==> src/rtl/adc_pattern_gen_pkg.sv <==
// -----------------------------------------------------------------------------
// adc_pattern_gen_pkg
//   Shared definitions for the synthetic ADC pattern generator: register
//   offsets and bit positions, pattern-mode and FSM state enums, and the
//   LFSR seed and step function used by every sample lane.
// -----------------------------------------------------------------------------
package adc_pattern_gen_pkg;

  // Register window: six consecutive 32-bit words.
  localparam int unsigned NREGS = 6;

  localparam logic [2:0] REG_CTRL  = 3'd0;
  localparam logic [2:0] REG_LEN   = 3'd1;
  localparam logic [2:0] REG_STEP  = 3'd2;
  localparam logic [2:0] REG_CONST = 3'd3;
  localparam logic [2:0] REG_STAT  = 3'd4;
  localparam logic [2:0] REG_COUNT = 3'd5;

  // CTRL bits
  localparam int CTRL_START = 0;
  localparam int CTRL_STOP  = 1;
  localparam int CTRL_CONT  = 4;

  // STAT bits
  localparam int STAT_BUSY = 0;
  localparam int STAT_DONE = 1;

  // Encoding 3 is an alias of ramp; it is stored as written so it reads back.
  typedef enum logic [1:0] {
    MODE_RAMP     = 2'd0,
    MODE_CONST    = 2'd1,
    MODE_LFSR     = 2'd2,
    MODE_RAMP_ALT = 2'd3
  } mode_e;

  typedef enum logic [1:0] {
    ST_IDLE = 2'd0,
    ST_ARM  = 2'd1,
    ST_RUN  = 2'd2
  } state_e;

  // Lane i is seeded with LFSR_SEED ^ i so lanes are distinguishable.
  localparam logic [15:0] LFSR_SEED = 16'hACE1;

  // Right-shifting Fibonacci LFSR for x^16 + x^14 + x^13 + x^11 + 1.
  // In the shift-right form the taps 16/14/13/11 land on bits 0/2/3/5.
  function automatic logic [15:0] lfsr_next(input logic [15:0] s);
    logic fb;
    fb = s[0] ^ s[2] ^ s[3] ^ s[5];
    return {fb, s[15:1]};
  endfunction

endpackage

==> src/rtl/adc_pattern_lane.sv <==
// -----------------------------------------------------------------------------
// adc_pattern_lane
//   One sample lane. Holds a ramp accumulator and a 16-bit LFSR; selects the
//   presented sample by mode. Both generators advance on every emitted sample
//   regardless of mode, so a mode switch mid-run continues from sample k.
//
// Ports
//   clk, reset    clock, synchronous active-high reset
//   load_i        reload seeds (ramp = 0, LFSR = seed for this lane)
//   advance_i     a sample was emitted this cycle; step both generators
//   mode_i        pattern selection
//   step_i        ramp step (lane multiplies it by LANE+1)
//   const_i       constant-mode value
//   sample_o      sample presented this cycle
// -----------------------------------------------------------------------------
module adc_pattern_lane
  import adc_pattern_gen_pkg::*;
#(
  parameter int WIDTH = 14,
  parameter int LANE  = 0
) (
  input  logic             clk,
  input  logic             reset,
  input  logic             load_i,
  input  logic             advance_i,
  input  mode_e            mode_i,
  input  logic [WIDTH-1:0] step_i,
  input  logic [WIDTH-1:0] const_i,
  output logic [WIDTH-1:0] sample_o
);

  localparam logic [15:0]      SEED = LFSR_SEED ^ 16'(LANE);
  localparam logic [WIDTH-1:0] MULT = WIDTH'(LANE + 1);

  logic [WIDTH-1:0] acc_q, acc_d;
  logic [15:0]      lfsr_q, lfsr_d;
  logic [15:0]      lfsr_stepped;

  // The LFSR sample for index k is the seed stepped k+1 times, so the lane
  // presents the already-stepped value and commits it when the sample is taken.
  assign lfsr_stepped = lfsr_next(lfsr_q);

  // NOTE: every signal written here gets a default first, so no path through
  // the block leaves it unassigned and no latch is inferred.
  always_comb begin
    acc_d  = acc_q;
    lfsr_d = lfsr_q;
    if (load_i) begin
      acc_d  = '0;
      lfsr_d = SEED;
    end else if (advance_i) begin
      acc_d  = acc_q + step_i * MULT;
      lfsr_d = lfsr_stepped;
    end
  end

  // NOTE: state registers use non-blocking assignments so every flop samples
  // the pre-edge values and simulation order cannot change the result.
  always_ff @(posedge clk) begin
    if (reset) begin
      acc_q  <= '0;
      lfsr_q <= SEED;
    end else begin
      acc_q  <= acc_d;
      lfsr_q <= lfsr_d;
    end
  end

  always_comb begin
    sample_o = acc_q;
    unique case (mode_i)
      MODE_CONST: sample_o = const_i;
      MODE_LFSR:  sample_o = lfsr_stepped[WIDTH-1:0];
      default:    sample_o = acc_q;
    endcase
  end

endmodule

==> src/rtl/adc_pattern_gen.sv <==
// -----------------------------------------------------------------------------
// adc_pattern_gen
//   Synthetic ADC source producing NCH WIDTH-bit lanes (ramp / constant / LFSR)
//   in bursts of LEN samples or continuously, configured over the register bus.
//
// Ports
//   clk, reset               clock, synchronous active-high reset
//   bus_addr/wr/wdata/rd     word-addressed register bus, 1-cycle strobes
//   bus_rdata, bus_rvalid    read response, one cycle after bus_rd
//   ce                       sample enable; low stalls the generator
//   data_out                 lane i at [i*WIDTH +: WIDTH]
//   data_valid               data_out carries a new sample this cycle
//   busy                     generator is in ARM or RUN
//
// CNT_W must not exceed 32 (LEN and COUNT are read through 32-bit words).
// -----------------------------------------------------------------------------
module adc_pattern_gen
  import adc_pattern_gen_pkg::*;
#(
  parameter logic [31:0] BASEADDR = 32'h4000_0000 / 4,
  parameter int          NCH      = 2,
  parameter int          WIDTH    = 14,
  parameter int          CNT_W    = 32
) (
  input  logic                 clk,
  input  logic                 reset,
  input  logic [31:0]          bus_addr,
  input  logic                 bus_wr,
  input  logic [31:0]          bus_wdata,
  input  logic                 bus_rd,
  output logic [31:0]          bus_rdata,
  output logic                 bus_rvalid,
  input  logic                 ce,
  output logic [NCH*WIDTH-1:0] data_out,
  output logic                 data_valid,
  output logic                 busy
);

  // ---------------------------------------------------------------------------
  // Bus decode. Unsigned wrap makes addresses below BASEADDR fall outside too.
  // ---------------------------------------------------------------------------
  logic [31:0] addr_off;
  logic [2:0]  reg_sel;
  logic        in_win, wr_en, rd_en, wr_ctrl, wr_stat;
  logic        start_req, stop_req;

  assign addr_off  = bus_addr - BASEADDR;
  assign in_win    = (addr_off < 32'(NREGS));
  assign reg_sel   = addr_off[2:0];
  assign wr_en     = bus_wr && in_win;
  assign rd_en     = bus_rd && in_win;
  assign wr_ctrl   = wr_en && (reg_sel == REG_CTRL);
  assign wr_stat   = wr_en && (reg_sel == REG_STAT);
  // Stop takes priority when both bits arrive in one write.
  assign stop_req  = wr_ctrl && bus_wdata[CTRL_STOP];
  assign start_req = wr_ctrl && bus_wdata[CTRL_START] && !bus_wdata[CTRL_STOP];

  // ---------------------------------------------------------------------------
  // Configuration registers
  // ---------------------------------------------------------------------------
  mode_e             mode_q;
  logic              cont_q;
  logic [CNT_W-1:0]  len_q;
  logic [31:0]       step_q, const_q;

  always_ff @(posedge clk) begin
    if (reset) begin
      mode_q  <= MODE_RAMP;
      cont_q  <= 1'b0;
      len_q   <= '0;
      step_q  <= '0;
      const_q <= '0;
    end else if (wr_en) begin
      unique case (reg_sel)
        REG_CTRL: begin
          mode_q <= mode_e'(bus_wdata[3:2]);
          cont_q <= bus_wdata[CTRL_CONT];
        end
        REG_LEN:   len_q   <= CNT_W'(bus_wdata);
        REG_STEP:  step_q  <= bus_wdata;
        REG_CONST: const_q <= bus_wdata;
        default:   ;
      endcase
    end
  end

  // ---------------------------------------------------------------------------
  // Lanes
  // ---------------------------------------------------------------------------
  state_e               state_q;
  logic                 emit;
  logic [NCH*WIDTH-1:0] lanes_packed;

  // data_valid follows ce in the same cycle so a stall is visible at once and
  // the first sample appears in the cycle after ARM.
  assign emit = (state_q == ST_RUN) && ce;

  for (genvar i = 0; i < NCH; i++) begin : g_lane
    adc_pattern_lane #(
      .WIDTH (WIDTH),
      .LANE  (i)
    ) u_lane (
      .clk       (clk),
      .reset     (reset),
      .load_i    (state_q == ST_ARM),
      .advance_i (emit),
      .mode_i    (mode_q),
      .step_i    (step_q[WIDTH-1:0]),
      .const_i   (const_q[WIDTH-1:0]),
      .sample_o  (lanes_packed[i*WIDTH +: WIDTH])
    );
  end

  // ---------------------------------------------------------------------------
  // FSM, sample counter, done flag and held output
  // ---------------------------------------------------------------------------
  logic [CNT_W-1:0]     count_q;
  logic [CNT_W:0]       count_ext;
  logic                 last_sample;
  logic                 done_q;
  logic [NCH*WIDTH-1:0] hold_q;

  // Widened compare so a LEN lowered below COUNT mid-run still ends the burst.
  assign count_ext   = {1'b0, count_q} + (CNT_W+1)'(1);
  assign last_sample = (count_ext >= {1'b0, len_q});

  always_ff @(posedge clk) begin
    if (reset) begin
      state_q <= ST_IDLE;
      count_q <= '0;
      done_q  <= 1'b0;
      hold_q  <= '0;
    end else begin
      if (emit) begin
        count_q <= count_ext[CNT_W-1:0];
        hold_q  <= lanes_packed;
      end
      // A completing burst below overrides a same-cycle clear of done.
      if (wr_stat && bus_wdata[STAT_DONE]) done_q <= 1'b0;

      unique case (state_q)
        ST_IDLE: if (start_req) state_q <= ST_ARM;
        ST_ARM: begin
          count_q <= '0;
          done_q  <= 1'b0;
          if (stop_req) begin
            state_q <= ST_IDLE;
            hold_q  <= '0;
          end else if (!cont_q && (len_q == '0)) begin
            state_q <= ST_IDLE;
            done_q  <= 1'b1;
          end else begin
            state_q <= ST_RUN;
          end
        end
        ST_RUN: begin
          if (stop_req) begin
            state_q <= ST_IDLE;
            hold_q  <= '0;
          end else if (emit && !cont_q && last_sample) begin
            state_q <= ST_IDLE;
            done_q  <= 1'b1;
          end
        end
        default: state_q <= ST_IDLE;
      endcase
    end
  end

  assign busy       = (state_q != ST_IDLE);
  assign data_valid = emit;
  assign data_out   = emit ? lanes_packed : hold_q;

  // ---------------------------------------------------------------------------
  // Read path: response registered one cycle after the strobe; zero otherwise.
  // ---------------------------------------------------------------------------
  logic [31:0] rdata_d, rdata_q;
  logic        rvalid_q;

  always_comb begin
    rdata_d = '0;
    if (rd_en) begin
      unique case (reg_sel)
        REG_CTRL:  rdata_d = {27'd0, cont_q, mode_q, 2'b00};
        REG_LEN:   rdata_d = 32'(len_q);
        REG_STEP:  rdata_d = step_q;
        REG_CONST: rdata_d = const_q;
        REG_STAT:  rdata_d = {30'd0, done_q, busy};
        REG_COUNT: rdata_d = 32'(count_q);
        default:   rdata_d = '0;
      endcase
    end
  end

  always_ff @(posedge clk) begin
    if (reset) begin
      rdata_q  <= '0;
      rvalid_q <= 1'b0;
    end else begin
      rdata_q  <= rdata_d;
      rvalid_q <= rd_en;
    end
  end

  assign bus_rdata  = rdata_q;
  assign bus_rvalid = rvalid_q;

endmodule

==> config.mk <==
export PLATFORM = sky130hd
export DESIGN_NAME = adc_pattern_gen
export DESIGN_NICKNAME = d
export VERILOG_FILES = /design/src/rtl/adc_pattern_gen_pkg.sv /design/src/rtl/adc_pattern_lane.sv /design/src/rtl/adc_pattern_gen.sv
export SDC_FILE = /design/constraint.sdc
export NUM_CORES = 1
export LEC_CHECK = 0
export CAP_MARGIN = 20
export CORE_MARGIN = 2
export CORE_UTILIZATION = 57
export DETAILED_ROUTE_END_ITERATION = 6
export PLACE_DENSITY = 0.8
export SYNTH_ARGS = -nofsm -noshare
export SYNTH_HDL_FRONTEND = slang
export SYNTH_SLANG_ARGS = --single-unit
==> constraint.sdc <==
create_clock -name clk -period 3.9 [get_ports clk]
set_input_delay 0.78 -clock clk [delete_from_list [all_inputs] [get_ports clk]]
set_output_delay 0.78 -clock clk [all_outputs]
set_load 0.05 [all_outputs]
==> run summary <==
Max Root-Sink Buffers: 3
Most frequent cells in the layout: nand2_1, dfxtp_1, a21oi_1
HP Class: reg -> reg
First-pass GRT wire length: 56670 um
Leak: 0.005501 uW
DR pass1 iterations: 5
Cells after synthesis: 1621
Worst-Margin Slew: 660.0 ps
Mapped Area: 12680 sq um
Most common cell after layout, fill and taps aside: nand2_1
Post-synth top flop: dfxtp_1
Area Overhead vs Synth: 19.83%
Initial antenna violation count: 0
Final setup viols: 0
Largest net degree at the start of global routing: 71
CTS tree: yes
Worst EP required: 4370 ps
Reg area: 5087 sq um
Period minus WS final: 3740 ps
Tot GR Track Use: 29.02%
Area after DPL: 14250 sq um
CP Data Arrival Time: 4210 ps
Max-Cap Viols: 0
FMAX: 267.4 MHz
Starting DRT DRC Count: 1008
Share of synthesized registers carrying an async set or reset: 0%
Final worst-path cycle share: 95.89%
Outcome: completed
Post-synth EDFFs: 0
Yosys reg bits: 254
Critical Path End Type: flip-flop
Clk sinks: 254
Clock skew: 7.716 ps
Total wire length: 34780 um
Placer's final routability congestion estimate: 0.9156
Top Ports: 132
Number of buffers created by CTS: 27
Layout cells sized above 1: 8.535%
Clk_lat worst skew: 550 ps
Synthesized Nets: 1755
CP max FO: 6
Die Y: 153.1 um
Post-DP HPWL: 24470 um
Startpoint types: flip-flop
WL per Instance: 17.27 um
Final instance area: 15190 sq um
Routed Antenna Nets: 0
Rows: 54
Remaining DRCs: 0
Via count: 11930
Die footprint: 23450 sq um
CP Class: reg -> reg
Fin. max-slew vios: 0
Fillers: 1800
Port Buffers: 131
Worst IR Drop VDD: 0.0002400 V
Vias in the first global route: 11220
Ys Warns: 0
Die W: 153.1 um
Initial cell density of the core: 58.10%
Synth cell types: 66
Root Buffer: clkbuf_16
Max H-tree Level: 1
Multi-input logic area: 6978 sq um
GRT Residual Overflow: 0
Core area: 21820 sq um
DR vias/cell: 5.922
Sequential area share after synthesis: 40.11%
Rel. slew slack: 55.62%
Final hold slack: 453.3 ps
Nets: 1849
Fin. Hold Viols: 0
Mean post-synth cell area: 7.821 sq um
Clock-pin slew on the worst setup and hold paths: 60 ps
Diodes inserted: 0
PwrDens: 358.3 nW/um^2
## final cells by class
class	count	share of cell area, %
clock buffers	35	4.843
flip-flops and latches	254	33.49
repair buffers	175	10.89
inverters	55	1.359
clock inverters	13	1.186
multi-input cells	1202	45.93
well taps	280	2.306
## cell usage after synthesis, types with 4 or more instances
| master | n | area, sq um |
|---|---|---|
| a31oi_1 | 5 | 31.28 |
| clkbuf_1 | 78 | 292.8 |
| or2_2 | 6 | 37.54 |
| nand2_1 | 349 | 1310 |
| o21ai_0 | 41 | 205.2 |
| a211oi_1 | 9 | 67.56 |
| nand4_1 | 14 | 87.58 |
| nand3b_1 | 5 | 37.54 |
| and2_1 | 8 | 50.05 |
| a221o_1 | 4 | 40.04 |
| clkbuf_2 | 4 | 20.02 |
| a21oi_1 | 216 | 1081 |
| o21a_1 | 5 | 37.54 |
| buf_2 | 20 | 100.1 |
| o31ai_1 | 4 | 30.03 |
| nor4_1 | 16 | 100.1 |
| or3_1 | 5 | 31.28 |
| a21o_1 | 12 | 90.09 |
| buf_1 | 8 | 30.03 |
| xor2_1 | 34 | 297.8 |
| nor2_1 | 105 | 394.1 |
| o21bai_1 | 4 | 30.03 |
| nor3_1 | 24 | 120.1 |
| a22oi_1 | 84 | 630.6 |
| inv_1 | 54 | 202.7 |
| nor2b_1 | 39 | 244.0 |
| dfxtp_1 | 254 | 5085 |
| xnor2_1 | 45 | 394.1 |
| nand3_1 | 44 | 220.2 |
| ha_1 | 63 | 788.3 |
| and3_1 | 8 | 50.05 |
| mux2i_1 | 4 | 40.04 |
| o211ai_1 | 6 | 45.04 |
## sequential cells by signal, summed over array words and instances (netlist names)
name	cells
bus_rdata	32
const_q	32
count_q	32
g_lane.u_lane.lfsr_q	32
len_q	32
step_q	32
hold_q	28
g_lane.u_lane.acc_q	27
mode_q	2
state_q	2
bus_rvalid	1
cont_q	1
done_q	1
## report_power, final
part | leakage, uW | switching (uW) | internal [uW]
Clock | 0.000441 | 1080 | 1590
Combinational | 0.00301 | 95.1 | 76.9
Sequential | 0.00205 | 0.000000148 | 2590
## through the flow
stage / total power, uW / std cells / TNS [ps] / setup WS (ps) / utilization (%)
after floorplan: 2710 / 1621 / 0 / 469.2 / -
after global placement: 2820 / 1965 / 0 / 245.0 / 65.31
after detailed placement: 2820 / 1965 / 0 / 115.0 / 65.31
after CTS: 5459 / 2013 / 0 / 54.78 / 69.50
after global routing: 5580 / 2014 / -0.4849 / -0.4849 / 69.61
final: 5444 / 2014 / 0 / 160.4 / 69.61
## kinds of logic after synthesis
group / after synthesis / synth area share (%)
muxes: 8 / 0.8487
buffers and inverters: 165 / 5.122
and+or+nand+nor: 640 / 22.47
AOI/OAI and AO/OA: 410 / 19.46
adders and majority gates: 65 / 6.533
xor gates and xnor gates: 79 / 5.457
DFF: 254 / 40.11
## routing by layer
layer / track usage, % / share of wire, %
met1: 41.65 / 45
met2: 45.62 / 46
met3: 3.969 / 7.4
met4: 8.686 / 2.4
met5: 0 / 0
## worst max-delay path, stage by stage (launching register included)
cell and delay [ps]:
dfxtp_2 390, ha_2 230, nand3_2 140, or4_4 610, nor2_4 160, nand4_1 200
xnor2_1 190, ha_1 330, nand4_1 180, nor3_2 250, nand2_1 70, a21o_1 170
and2_1 190, o311a_1 370, a211oi_2 190
## worst paths after layout
| path | depth (start not counted) | to | slack [ps] | start |
|---|---|---|---|---|
| setup / recovery | 14 | state_q[0] | 160 | count_q[0] |
| hold reg to reg | 2 | const_q[23] | 450 | const_q[23] |
| setup reg to reg | 14 | state_q[0] | 160 | count_q[0] |
| hold / removal | 2 | const_q[23] | 450 | const_q[23] |
## repair_timing
item | in CTS | in global routing
buffers inserted | 0 | 1
setup endpoints to repair | 0 | 3
gates resized for setup | 0 | 6
hold buffers | 0 | 0
Power figures use the tool's default switching activity.
